`config.mk`:
```
export PLATFORM = sky130hd
export DESIGN_NAME = block_data_memory_flat
export DESIGN_NICKNAME = d
export VERILOG_FILES = /design/src/rtl/dmem_pkg.sv /design/src/rtl/block_data_memory_if.sv /design/src/rtl/dmem_latency_timer.sv /design/src/rtl/block_data_memory.sv /design/src/flat_wrapper.sv
export SDC_FILE = /design/constraint.sdc
export NUM_CORES = 2
export LEC_CHECK = 0
export ABC_AREA = 1
export BUFFER_PORTS_ARGS = -buffer_cell sky130_fd_sc_hd__clkbuf_2
export CORE_MARGIN = 1
export CORE_UTILIZATION = 43
export DETAILED_ROUTE_END_ITERATION = 8
export PLACE_DENSITY_LB_ADDON = 0.05
export REMOVE_ABC_BUFFERS = 1
export SLEW_MARGIN = 20
export SYNTH_ARGS = -nofsm -noshare
export SYNTH_HDL_FRONTEND = slang
export SYNTH_HIERARCHICAL = 1
export SYNTH_SLANG_ARGS = --single-unit
```
`constraint.sdc`:
```
create_clock -name clock -period 8.2 [get_ports clock]
set_input_delay 0.82 -clock clock [delete_from_list [all_inputs] [get_ports clock]]
set_output_delay 0.82 -clock clock [all_outputs]
set_load 0.02 [all_outputs]
```
`src/rtl/dmem_pkg.sv`:
```
// Shared definitions for the block data memory and the cache controller that drives it.
package dmem_pkg;

  localparam int unsigned BLOCK_BYTES = 4;
  localparam int unsigned BLOCK_W     = 8 * BLOCK_BYTES;

  typedef enum logic [1:0] {
    IDLE = 2'b00,
    BUSY = 2'b01,
    DONE = 2'b10
  } dmem_state_e;

  // Request captured when an access is accepted
  typedef struct packed {
    logic               is_write;
    logic [BLOCK_W-1:0] data;
  } dmem_req_t;

endpackage

```
`src/rtl/block_data_memory_if.sv`:
```
// Cache memory-side handshake: level requests held until busywait drops.
interface block_data_memory_if #(
  parameter int unsigned ADDR_W = 6
);
  import dmem_pkg::*;

  logic               mem_read;
  logic               mem_write;
  logic [ADDR_W-1:0]  mem_address;
  logic [BLOCK_W-1:0] mem_writedata;
  logic [BLOCK_W-1:0] mem_readdata;
  logic               mem_busywait;

  modport master (
    output mem_read, mem_write, mem_address, mem_writedata,
    input  mem_readdata, mem_busywait
  );

  modport slave (
    input  mem_read, mem_write, mem_address, mem_writedata,
    output mem_readdata, mem_busywait
  );

endinterface

```
`src/rtl/dmem_latency_timer.sv`:
```
// Loadable down-counter that flags when the access latency has elapsed.
module dmem_latency_timer #(
  parameter int unsigned WIDTH = 3
) (
  input  logic             clock,
  input  logic             reset,
  input  logic             load,
  input  logic [WIDTH-1:0] load_value,
  input  logic             enable,
  output logic             zero
);

  logic [WIDTH-1:0] count_q;

  // Load on accept, count down while enabled, saturate at zero
  always_ff @(posedge clock) begin
    if (!reset) begin
      count_q <= '0;
    end else if (load) begin
      count_q <= load_value;
    end else if (enable && (count_q != '0)) begin
      count_q <= count_q - WIDTH'(1);
    end
  end

  assign zero = (count_q == '0);

endmodule

```
`src/rtl/block_data_memory.sv`:
```
// Block-granular data memory with fixed access latency behind the data cache.
module block_data_memory
  import dmem_pkg::*;
#(
  parameter int unsigned LATENCY = 5,
  parameter int unsigned ADDR_W  = 6
) (
  input logic                 clock,
  input logic                 reset,
  block_data_memory_if.slave  bus
);

  localparam int unsigned CNT_W       = (LATENCY > 1) ? $clog2(LATENCY) : 1;
  localparam int unsigned DEPTH_BYTES = BLOCK_BYTES << ADDR_W;
  localparam int unsigned BYTE_AW     = ADDR_W + 2;

  dmem_state_e        state_q, state_d;
  dmem_req_t          req_q;
  logic [ADDR_W-1:0]  addr_q;
  logic [BLOCK_W-1:0] readdata_q;
  logic [7:0]         mem [DEPTH_BYTES];

  logic               busywait_c;
  logic               accept_c;
  logic               execute_c;
  logic               timer_zero;
  logic [BYTE_AW-1:0] base_c;

  // State register
  always_ff @(posedge clock) begin
    if (!reset) begin
      state_q <= IDLE;
    end else begin
      state_q <= state_d;
    end
  end

  // Next state, accept/execute strobes and busywait
  always_comb begin
    state_d    = state_q;
    busywait_c = 1'b0;
    accept_c   = 1'b0;
    execute_c  = 1'b0;
    case (state_q)
      IDLE: begin
        if (bus.mem_read || bus.mem_write) begin
          busywait_c = 1'b1;
          accept_c   = 1'b1;
          state_d    = BUSY;
        end
      end
      BUSY: begin
        busywait_c = 1'b1;
        if (timer_zero) begin
          execute_c = 1'b1;
          state_d   = DONE;
        end
      end
      DONE: begin
        state_d = IDLE;
      end
      default: begin
        state_d = IDLE;
      end
    endcase
  end

  dmem_latency_timer #(
    .WIDTH (CNT_W)
  ) u_timer (
    .clock      (clock),
    .reset      (reset),
    .load       (accept_c),
    .load_value (CNT_W'(LATENCY - 1)),
    .enable     (state_q == BUSY),
    .zero       (timer_zero)
  );

  assign base_c = {addr_q, 2'b00};

  // Request latch, byte array and read data register
  always_ff @(posedge clock) begin
    if (!reset) begin
      req_q      <= '0;
      addr_q     <= '0;
      readdata_q <= '0;
      for (int i = 0; i < DEPTH_BYTES; i++) begin
        mem[i] <= 8'h00;
      end
    end else begin
      if (accept_c) begin
        req_q.is_write <= bus.mem_write;
        req_q.data     <= bus.mem_writedata;
        addr_q         <= bus.mem_address;
      end
      if (execute_c) begin
        for (int i = 0; i < BLOCK_BYTES; i++) begin
          if (req_q.is_write) begin
            mem[base_c | BYTE_AW'(i)] <= req_q.data[8*i +: 8];
          end else begin
            readdata_q[8*i +: 8] <= mem[base_c | BYTE_AW'(i)];
          end
        end
      end
    end
  end

  assign bus.mem_readdata = readdata_q;
  assign bus.mem_busywait = busywait_c;

endmodule
```
`src/flat_wrapper.sv`:
```
// flat-port wrapper written by rule: the top's interface ports become plain ports
module block_data_memory_flat import dmem_pkg::*;
#(
  parameter int unsigned LATENCY = 5,
  parameter int unsigned ADDR_W  = 6
)
  (clock, reset, bus_mem_read, bus_mem_write, bus_mem_address, bus_mem_writedata, bus_mem_readdata, bus_mem_busywait);
  block_data_memory_if #(.ADDR_W(ADDR_W)) bus_i ();
  input logic clock;
  input logic reset;
  input wire logic [$bits(bus_i.mem_read)-1:0] bus_mem_read;
  input wire logic [$bits(bus_i.mem_write)-1:0] bus_mem_write;
  input wire logic [$bits(bus_i.mem_address)-1:0] bus_mem_address;
  input wire logic [$bits(bus_i.mem_writedata)-1:0] bus_mem_writedata;
  output wire logic [$bits(bus_i.mem_readdata)-1:0] bus_mem_readdata;
  output wire logic [$bits(bus_i.mem_busywait)-1:0] bus_mem_busywait;
  assign bus_i.mem_read = bus_mem_read;
  assign bus_i.mem_write = bus_mem_write;
  assign bus_i.mem_address = bus_mem_address;
  assign bus_i.mem_writedata = bus_mem_writedata;
  assign bus_mem_readdata = bus_i.mem_readdata;
  assign bus_mem_busywait = bus_i.mem_busywait;
  block_data_memory #(.LATENCY(LATENCY), .ADDR_W(ADDR_W)) u_core (.clock(clock), .reset(reset), .bus(bus_i));
endmodule
```
Yosys cells after proc, flatten, opt, wreduce, memory -nomap -nowiden
Memories as Yosys holds them, arrays and structs flattened. A register that Yosys moved wholly into a read port is not among the register bits. Index checks and enable logic that the tools add are counted.

Eq/ne operators: 3. Bitwise gates (word level): 2. Muxes and demuxes: 27. Add/subtract/negate cells: 1. Reduce and logical (&&, ||, !) cells: 17.

Operator list (number): 8-bit 2-to-1 mux (8); 8-bit OR reduction (4); 1-bit 2-to-1 mux (13); 3-bit 2-to-1 mux (2); 1-bit zero test (4); 2-bit 2-to-1 mux (2); 2-bit by 1-bit != test with 1-bit output (second input constant) (2); 2-bit case mux with 2 select lines (1); 2-bit AND reduction (2); 3-bit zero test (1); 3-bit nonzero test (1); 3-bit by 1-bit subtractor with 3-bit output (second input constant) (1); 2-bit by 1-bit equality test with 1-bit output (second input constant) (1); 2-bit zero test (1); 1-bit NOT (2); 1-bit case mux with 2 select lines (1); 2-bit nonzero test (1); 2-bit OR reduction (1); 1-bit logical AND (1); 1-bit logical OR (1).

Bits of input ports: 42. Output and inout bits: 33. Bits in writable memories: 2048. Memories kept: 1. Bits in registers: 44. Word-level logic and storage cells: 57.

Memory list: u_core.mem (words 256, bits a word 8, rd ports 4, clocked after Yosys merged registers in 4, write ports 256, line block_data_memory.sv:21) `logic [7:0] mem [DEPTH_BYTES];`.

Depth between registers and ports, before layout
Depth after elaboration: 8. Depth in mapped cells: 13. Mapped depth without buffers: 9.

Cells and area by module
The synthesis kept the hierarchy.

Modules (own cells, without submodules): block_data_memory (area each 98909.9 um^2, times used 1, seq. area each 62960.4 um^2, cells an instance 10517); dmem_latency_timer (area each 197.7 um^2, times used 1, seq. area each 60.1 um^2, cells an instance 33).

Worst setup path before layout
No wires, ideal clock.

Path type: input -> register. From: input reset. To: memory u_core.mem[60][0] (netlist: u_core/mem[15][0]), enable pin. Library setup time: 0.389 ns. Data required time: 7.811 ns. Stages on the path: 8. Setup slack: 4.904 ns. Arrival time: 2.906 ns. Buffers on the path: 2. Path through: buf_2 > inv_2 > nor2_8 > nand2_8 > nor3_4 > nand2_4 > buf_6 > nand2_1.

RTL lines: start: declaration (line flat_wrapper.sv:10) `input logic reset;`; end: declaration (line block_data_memory.sv:21).

==> impl_metrics.toml <==
[layout]
layout-drive-gt1-share = 0.1205
seq_area_sq_um = 63020
final_util = 0.4761
final_area_sq_um = 108600
num-nets-final = 10290
num-fill-cells = 21694
multiInputGateArea_sq_um = 27800
area_growth_pct = 9.592

[synth]
yosysTopAreaCellShare = 0.6205
syn_avg_cell_area_sq_um = 9.394
synth.ff_latch_count = 2124
yosysUniqueCellTypes = 28
yosysTopAreaCell = "edfxtp_1"
synth.area.top_cells = "edfxtp_1, nor2_1, nand2_1"
seq_area_frac_synth = 0.6359
syn-cell-area_sq_um = 99110
yosys_warnings = 6
syn_inst = 10550

[timing]
setup_viol = 0
rsz0062_at_grt = "false"
drv_slew = 0
finalClockSkew_ns = 0.04986
slew_headroom = 0.2508
fin_setup_tns_ns = 0
max_freq_mhz = 220.1
hold_violations = 0
min_period_ns = 4.544
fin_crit_sh = 0.5541
tightestPinTransition_ns = 1.112

[global_routing]
globalRoute.busiestLayer = "met2"
antenna_found_initial = 10
track_usage = 0.2802
overflow = 0
met1_usage = 0.3882
grt_pass1_vias = 65904
grt.met2_usage = 0.4612
use_met3 = 0.03344
grt_start_max_net_pins = 163
grt_pass1_wl_um = 469700

[cts]
cts_root_buf = "clkbuf_16"
clock_tree.buffer_depth = 3
clkLatencyLatePin_ns = 0.89
post_cts_buffers = 0
cts-hold-fix-buffers = 0
clock-sinks = 2124
htree_num_levels = 4
cts.clk_slew.worst_paths_ns = 0.06
cts_buffers = 232
cts_tree = "yes"
cts_resized = 0

[power_and_ir_drop]
p_leak_nw = 44.18
ir_worst_vdd_mv = 0.1981
power.density_nw_per_um2 = 247.1
finalPower_mw = 26.84

[hold_path]
min_path_cells = 3
hold_path.class = "primary input to flop"

[place]
placed_area_sq_um = 101400
port_buffers = 74
dpl.hpwl_um = 195400
gp_congestion = 0.8608

[routing]
vias = 70168
drt_iter0_drc = 6602
routed_via_density = 5.217
firstDrtPassIters = 6
ant_nets = 0
drt-total-wl_um = 326900
wl_per_cell_um = 24.30
drc_errors = 0

[setup_path]
critPathKind = "flop to flop"
required_ns = 8.94
cp_max_fo = 73
cp.depth = 9
worstSetupEndpointType = "flop"
r2r_end = "u_core/bus.mem_readdata[13]"
max_stage_delay_ns = 0.77
cp-endpoint = "u_core/bus.mem_readdata[13]"
cp.arrival_ns = 5.28
crit_chain = "buf_4, buf_4, nand2_1, nand3_1, nand2_1, o21ai_0, nand3_1, nor2_1, a21oi_1"
reg2reg_slack_ns = 3.66
crit_path_top_delay_cell = "buf_4"
path_buf_inv = 2
cp-start-kind = "flop"
crit_start = "u_core/addr_q[0]"
r2r_start = "u_core/addr_q[0]"
critPathTopFamily = "buffers and inverters"
reg2reg_depth = 9

[run]
drv_cap = 0

[die]
die_x_um = 482.1
start_util = 0.4344
dieHeight_um = 482.1
dieArea_sq_um = 232400
pin_count = 75
core_area_sq_um = 228200
rows = 175

[status]
status = "complete, no violations"
==> cells in the mapped netlist, drive strengths merged <==
master	count
conb	2
inv	1265
dfxtp	76
a21oi	71
nor2	2573
clkbuf	618
nor3	10
or2	321
o21a	1
o211ai	153
nand3	681
nand2	2058
o21ai	464
buf	201
edfxtp	2048
ha	2
nor4	6
==> layout by cell type (no fill, tap or decap), types with 4 or more instances in the layout <==
master | netlist | final
a21oi_1 | 71 | 71
buf_12 | 0 | 10
buf_4 | 14 | 196
bufinv_16 | 0 | 12
clkbuf_1 | 618 | 61
clkbuf_16 | 0 | 239
clkbuf_2 | 0 | 73
clkinv_1 | 0 | 62
clkinv_2 | 0 | 61
clkinvlp_4 | 0 | 4
dfxtp_1 | 76 | 75
diode_2 | 0 | 4
edfxtp_1 | 2048 | 2048
inv_1 | 1261 | 1228
inv_2 | 4 | 4
inv_4 | 0 | 5
inv_6 | 0 | 4
nand2_1 | 2039 | 2036
nand2_2 | 2 | 4
nand2_4 | 16 | 17
nand3_1 | 681 | 681
nor2_1 | 2297 | 2293
nor2_2 | 275 | 275
nor2_4 | 0 | 4
nor3_2 | 0 | 8
nor4_4 | 6 | 6
o211ai_1 | 153 | 153
o21ai_0 | 463 | 461
or2_2 | 321 | 321
==> logic make-up (layout without fill, tap and decap cells) <==
group	count (synthesis)	after routing	share of synthesized area
AOI/OAI and AO/OA	689	689	0.03868
adders and majority gates	2	2	0.0002525
and+or+nand+nor	5649	5649	0.2406
DFF	2124	2124	0.6359
buffers and inverters	2084	1969	0.08451
other	2	7	0.00007578
==> tightest hold or removal path, stage by stage <==
cell and delay [ns]:
clkbuf_2 0.09, nand2_1 0.06, a21oi_1 0.06
==> how the worst min path moves through the flow <==
stage | startpoint | end
2_1_floorplan | u_core/u_timer/count_q[0] | u_core/u_timer/count_q[0]
3_3_place_gp | u_core/req_q[5] | u_core/req_q[5]
3_5_place_dp | u_core/req_q[5] | u_core/req_q[5]
4_1_cts | bus_mem_write | u_core/req_q[32]
5_1_grt | bus_mem_write | u_core/req_q[32]
6_report | bus_mem_write | u_core/req_q[32]
==> routing by layer <==
metal / vias to the layer above / part of all wire / wire (um)
met5: - / 0.000040 / 13
met4: 2 / 0.030 / 9672
met3: 381 / 0.065 / 21210
met2: 2220 / 0.48 / 156100
met1: 34665 / 0.43 / 139900
li1: 32900 / - / -
==> where the power goes <==
part | switching (mW) | internal (mW)
clock network | 4.36 | 5.69
logic | 3.48 | 0.864
registers | 0.187 | 12.3
total | 8.02 | 18.8
==> area by class of cell <==
type / instances / share of cell area
clock inverters: 121 / 0.008363
repair buffers: 280 / 0.01886
clock buffers: 303 / 0.05755
diodes: 4 / 0.00009216
well taps: 3009 / 0.03466
multi-input cells: 6343 / 0.2559
inverters: 1265 / 0.04428
flip-flops and latches: 2124 / 0.5803
==> flip-flops by register name, indices dropped and copies added, names as in the netlist <==
name and flops:
u_core/state_q 2, u_core/mem 2048, u_core/req_q 33, u_core/bus.mem_readdata 32, u_core/addr_q 6, u_core/u_timer/count_q 3
==> stage by stage <==
stage               cells  setup slack, ns  hold slack, ns
detailed placement  13021            3.658          0.4350
finish              13449            3.656          0.2055
CTS                 13445            3.672          0.1358
global placement    13020            3.682          0.4311
global route        13447            3.411          0.1900
floorplan            9732           -49.26          0.4860
(Power assumes the default switching activity.)
